===== config.mk =====
export PLATFORM = sky130hd
export DESIGN_NAME = mem_arbiter
export DESIGN_NICKNAME = d
export VERILOG_FILES = /design/src/rtl/cisc_pkg.sv /design/src/rtl/mem_arb_pick.sv /design/src/rtl/mem_arbiter.sv
export SDC_FILE = /design/constraint.sdc
export NUM_CORES = 1
export LEC_CHECK = 0
export ABC_CLOCK_PERIOD_IN_PS = 2400
export CORE_MARGIN = 2
export CORE_UTILIZATION = 43
export CTS_BUF_LIST = sky130_fd_sc_hd__clkbuf_2 sky130_fd_sc_hd__clkbuf_4 sky130_fd_sc_hd__clkbuf_8
export DETAILED_ROUTE_END_ITERATION = 8
export GPL_ROUTABILITY_DRIVEN = 0
export HOLD_SLACK_MARGIN = 0.05
export PLACE_DENSITY = 0.79
export SETUP_SLACK_MARGIN = 0.5
export SYNTH_ARGS = -nofsm -noshare
export SYNTH_HDL_FRONTEND = slang
export SYNTH_SLANG_ARGS = --single-unit

===== constraint.sdc =====
create_clock -name clk -period 2.4 [get_ports clk]
set_input_delay 0.6 -clock clk [delete_from_list [all_inputs] [get_ports clk]]
set_output_delay 0.6 -clock clk [all_outputs]
set_load 0.01 [all_outputs]

===== src/rtl/cisc_pkg.sv =====
// Shared types for the CISC core memory subsystem.
// Width defaults, requester ID and arbiter FSM states.
package cisc_pkg;

  localparam int AW_DEF = 5;
  localparam int DW_DEF = 16;

  typedef logic req_id_t;

  typedef enum logic [1:0] {
    IDLE,
    ACCESS,
    WAITST,
    DONE
  } arb_state_t;

endpackage


===== src/rtl/mem_arb_pick.sv =====
// Combinational round-robin pick between two requesters.
// Ports: req vector, last winner in; valid, winner out.
module mem_arb_pick
  import cisc_pkg::*;
(
  input  logic [1:0] req,
  input  req_id_t    last,
  output logic       valid,
  output req_id_t    winner
);

  // On a tie the requester that did not win last time goes next.
  always_comb begin
    valid  = |req;
    winner = (&req) ? ~last : req[1];
  end

endmodule


===== src/rtl/mem_arbiter.sv =====
// Two-port arbiter and access sequencer for the shared data memory.
// Ports: req/we/lock/addr/wdata per requester, gnt/ack/rdata back, mem_* port.
module mem_arbiter
  import cisc_pkg::*;
#(
  parameter int AW       = AW_DEF,
  parameter int DW       = DW_DEF,
  parameter int WAIT     = 1,
  parameter int MAX_HOLD = 4
) (
  input  logic          clk,
  input  logic          rst,
  input  logic          req0,
  input  logic          req1,
  input  logic          we0,
  input  logic          we1,
  input  logic          lock0,
  input  logic          lock1,
  input  logic [AW-1:0] addr0,
  input  logic [AW-1:0] addr1,
  input  logic [DW-1:0] wdata0,
  input  logic [DW-1:0] wdata1,
  output logic          gnt0,
  output logic          gnt1,
  output logic          ack0,
  output logic          ack1,
  output logic [DW-1:0] rdata,
  output logic          mem_en,
  output logic          mem_we,
  output logic [AW-1:0] mem_addr,
  output logic [DW-1:0] mem_wdata,
  input  logic [DW-1:0] mem_rdata
);

  localparam logic [2:0] WAIT_L = 3'(WAIT);
  localparam logic [3:0] HOLD_L = 4'(MAX_HOLD);

  arb_state_t    state;
  req_id_t       last;
  req_id_t       owner;
  logic [3:0]    hold_cnt;
  logic [2:0]    wcnt;
  logic          lat_we;
  logic [AW-1:0] lat_addr;
  logic [DW-1:0] lat_wdata;

  logic          pick_valid;
  req_id_t       pick_win;

  req_id_t       sel;
  logic          sel_req;
  logic          sel_lock;
  logic          sel_we;
  logic [AW-1:0] sel_addr;
  logic [DW-1:0] sel_wdata;
  logic          cont;

  mem_arb_pick u_pick (
    .req    ({req1, req0}),
    .last   (last),
    .valid  (pick_valid),
    .winner (pick_win)
  );

  // Fresh winner in IDLE, current owner for a locked continuation.
  always_comb begin
    sel       = (state == IDLE) ? pick_win : owner;
    sel_req   = sel ? req1   : req0;
    sel_lock  = sel ? lock1  : lock0;
    sel_we    = sel ? we1    : we0;
    sel_addr  = sel ? addr1  : addr0;
    sel_wdata = sel ? wdata1 : wdata0;
    cont      = sel_req & sel_lock & (hold_cnt < HOLD_L);
  end

  always_ff @(posedge clk or posedge rst) begin
    if (rst) begin
      state     <= IDLE;
      last      <= 1'b1;
      owner     <= 1'b0;
      hold_cnt  <= 4'd1;
      wcnt      <= 3'd0;
      lat_we    <= 1'b0;
      lat_addr  <= '0;
      lat_wdata <= '0;
      gnt0      <= 1'b0;
      gnt1      <= 1'b0;
      ack0      <= 1'b0;
      ack1      <= 1'b0;
      rdata     <= '0;
      mem_en    <= 1'b0;
      mem_we    <= 1'b0;
      mem_addr  <= '0;
      mem_wdata <= '0;
    end else begin
      ack0   <= 1'b0;
      ack1   <= 1'b0;
      rdata  <= '0;
      mem_en <= 1'b0;
      mem_we <= 1'b0;
      unique case (state)
        IDLE: begin
          if (pick_valid) begin
            owner     <= pick_win;
            lat_we    <= sel_we;
            lat_addr  <= sel_addr;
            lat_wdata <= sel_wdata;
            gnt0      <= ~pick_win;
            gnt1      <= pick_win;
            state     <= ACCESS;
          end
        end
        ACCESS: begin
          mem_en    <= 1'b1;
          mem_we    <= lat_we;
          mem_addr  <= lat_addr;
          mem_wdata <= lat_wdata;
          wcnt      <= WAIT_L;
          state     <= (WAIT == 0) ? DONE : WAITST;
        end
        WAITST: begin
          wcnt <= wcnt - 3'd1;
          if (wcnt <= 3'd1) state <= DONE;
        end
        DONE: begin
          ack0  <= ~owner;
          ack1  <= owner;
          rdata <= lat_we ? '0 : mem_rdata;
          last  <= owner;
          if (cont) begin
            hold_cnt  <= hold_cnt + 4'd1;
            lat_we    <= sel_we;
            lat_addr  <= sel_addr;
            lat_wdata <= sel_wdata;
            state     <= ACCESS;
          end else begin
            gnt0     <= 1'b0;
            gnt1     <= 1'b0;
            hold_cnt <= 4'd1;
            state    <= IDLE;
          end
        end
        default: state <= IDLE;
      endcase
    end
  end

endmodule

==> results of run 1 <==
cells in the mapped netlist (all sizes together) (2+ instances only):
master | number | area (sq um)
mux2 | 66 | 818
a22o | 2 | 17.5
nor2b | 2 | 12.5
nand2b | 2 | 12.5
nand2 | 7 | 28.8
and2 | 20 | 125
ha | 8 | 100
inv | 10 | 37.5
o211ai | 2 | 20.0
dfstp | 2 | 52.6
a21oi | 2 | 13.8
o22ai | 2 | 12.5
o21ai | 4 | 20.0
buf | 6 | 40.0
dfrtp | 74 | 1850
nor2 | 4 | 15.0
nand3 | 2 | 10.0
worst max-delay path, cell delays in order (launching register included):
cell	delay [ps]
dfrtp_1	440
inv_2	80
ha_4	190
or3b_4	250
o211ai_4	80
o32ai_4	330
buf_6	180
buf_12	130
mux2_4	300
metrics by stage:
| step | TNS, ps | instance area, sq um | hold WS (ps) | util, % |
|---|---|---|---|---|
| final | 0 | 5120 | 494 | 67.3 |
| after global routing | 0 | 5120 | 516 | 67.3 |
| after CTS | 0 | 5060 | 490 | 66.5 |
| after detailed placement | -2020 | 4690 | 479 | 61.7 |
| after global placement | -1240 | 4690 | 463 | 61.7 |
| after floorplan | 0 | 3380 | 445 | - |
kinds of logic after synthesis:
| logic type | share of synthesized area [%] |
|---|---|
| adders and majority gates | 3.00 |
| buffers and inverters | 2.44 |
| muxes | 24.5 |
| and+or+nand+nor | 7.01 |
| AOI/OAI and AO/OA | 5.93 |
| DFF | 57.1 |
what timing repair did:
action	CTS	global route
cloned	2	1
pin swaps	2	2
endpoints found under the setup margin	25	44
gates resized for setup	11	7
setup buffers	9	1
state kept, by name (all words and copies together), names as in the netlist, 2 cells and up:
register	count
hold_cnt	4
wcnt	3
state	2
mem_wdata	16
rdata	16
lat_addr	5
mem_addr	5
lat_wdata	16
cell usage in the layout (no fill, tap or decap), types with 2 or more instances in the layout:
cell type and count:
buf_4 14, o21ai_0 4, dlymetal6s2s_1 4, nand2_1 6, ha_4 2, nor2b_1 2, clkinv_4 2, and2_1 19
dfstp_2 2, mux2_2 44, buf_16 2, mux2_4 22, dfrtp_1 73, inv_2 2, clkbuf_8 11, nor2_1 4
a22o_1 2, buf_12 5, o22ai_1 2, dlygate4sd2_1 2, ha_1 6, buf_6 3, clkdlybuf4s50_1 102, nand3_1 2
inv_1 7
cell type report:
class / count / area share (%)
flip-flops and latches: 76 / 37.2
multi-input cells: 137 / 27.7
repair buffers: 133 / 27.5
clock buffers: 11 / 2.96
well taps: 102 / 2.49
clock inverters: 5 / 1.32
inverters: 10 / 0.807
layer usage:
layer	routed length (microns)	global-route usage, %	up-vias	share of wire, %
met3	261	3.37	10	3.5
met4	145	8.83	0	2.0
li1	-	-	1084	-
met5	0	0	-	0
met1	2990	22.8	1144	40
met2	4000	30.4	57	54
where the power goes:
part / switching (mW) / internal [mW] / leakage [nW]
combinational: 1.36 / 2.31 / 1.23
sequential: 0.306 / 1.86 / 0.937
clock: 0.493 / 0.552 / 0.112
total: 2.16 / 4.72 / 2.28
final timing paths:
path                                              to  cells past startpoint  slack (ps)                 start
min reg2reg                      wcnt[2]$_DFFE_PP0P_                      1         490   wcnt[2]$_DFFE_PP0P_
max reg2reg                lat_wdata[15]$_DFFE_PP0P_                      8         300  state[0]$_DFFE_PP0P_
min in group asynchronous   lat_wdata[2]$_DFFE_PP0P_                      2         630                   rst
max in group asynchronous           last$_DFFE_PP1P_                      3        1180                   rst
min                              wcnt[2]$_DFFE_PP0P_                      1         490   wcnt[2]$_DFFE_PP0P_
max                        lat_wdata[15]$_DFFE_PP0P_                      8         300  state[0]$_DFFE_PP0P_
==> results.toml, run 1 <==
[clock_network]
htreeDepth = 3
clk_pin_slew_worst_paths_ps = 80
postCtsHoldBufs = 0
root_buffer = "clkbuf_8"
clk-insertion-delay-late_ps = 350
cts_made_buffers = 9
clk_path_buf_depth = 2
cts_tree = "built"
cts.sinks = 76

[synth]
synth_cell_types = 38
ys_seq_elements = 76
synth_fp_nets = 304
synth-main-ff-cell = "dfrtp_1"
syn_inst = 230
yosys_warnings = 0
synthArstFlopShare_pct = 100
avgSynthCellArea_sq_um = 14.5
synth_area_sq_um = 3340
ys_seq_area_share_pct = 57.1
synth_edf_count = 0

[final_layout]
multiInputGateArea_sq_um = 1420
final-instance-count-excl-fill = 474
nets = 441
post_route_cells_drive_above_1_share_pct = 33.9
diodes = 0
fill_cells = 547
area_delta_synth_final_pct = 53.4
seqCellArea_sq_um = 1910

[routing]
vias_per_cell = 4.84
totalWireLength_microns = 7410
dr.pass1.iters = 4
drtAntennaViolNets = 0
drtIter0Drc = 74
detail_route.wl_per_cell_microns = 15.6
vias = 2295
drc = 0

[timing]
rsz0062_at_grt = "true"
fin_crit_ps = 2100
hold_viol = 0
worst_slew_pin_slew_ps = 727
layout_setup_ws_ps = 304
relSlewSlack_pct = 51.4
min_period_over_period_pct = 87.3
max_freq_mhz = 477
setup_viol = 0
skew_ps = 11.1
slew_violations = 0

[grt]
antenna_found_initial = 0
grt_max_degree = 32
overflow = 0
grt_pass1_vias = 2355
grt_use_total_pct = 18.2
grt_pass1_wl_microns = 11800

[worst_setup_path]
cp-start-kind = "flip-flop"
crit_type = "flip-flop to flip-flop"
required_ps = 2630
setup.worst_path.end_class = "flip-flop"
critical_path_arrival_ps = 2330
path_max_fanout = 7

[floorplanning]
core-area_sq_um = 7610
ios = 109
start_util_pct = 43.8
die_h_microns = 92.1
dieArea_sq_um = 8480
die_x_microns = 92.1
fp-row-count = 32

[power]
power_density_nw_per_um2 = 1340
leakage_nw = 2.28
vdd_drop_max_v = 0.000657
finalPower_mw = 6.88

[run_status]
status = "finished, final reports clean"

[place]
place_hpwl_microns = 5070
preCtsSetupSlack_ps = -117
port-buffer-count = 108
numPlacedInstances = 445

[job]
drv_cap = 0

[hold_path]
hold_class = "flip-flop to flip-flop"
No activity file was read; power rests on OpenSTA's default activity.
==> inputs of run 2 (changes only) <==
--- a/config.mk
+++ b/config.mk
@@ -5,12 +5,10 @@
 export SDC_FILE = /design/constraint.sdc
 export NUM_CORES = 1
 export LEC_CHECK = 0
-export ABC_CLOCK_PERIOD_IN_PS = 2400
 export CORE_MARGIN = 2
 export CORE_UTILIZATION = 43
 export CTS_BUF_LIST = sky130_fd_sc_hd__clkbuf_2 sky130_fd_sc_hd__clkbuf_4 sky130_fd_sc_hd__clkbuf_8
 export DETAILED_ROUTE_END_ITERATION = 8
-export GPL_ROUTABILITY_DRIVEN = 0
 export HOLD_SLACK_MARGIN = 0.05
 export PLACE_DENSITY = 0.79
 export SETUP_SLACK_MARGIN = 0.5
==> results of run 2 <==
Same layout as run 1: the final DEF is identical, and so are final timing and power.
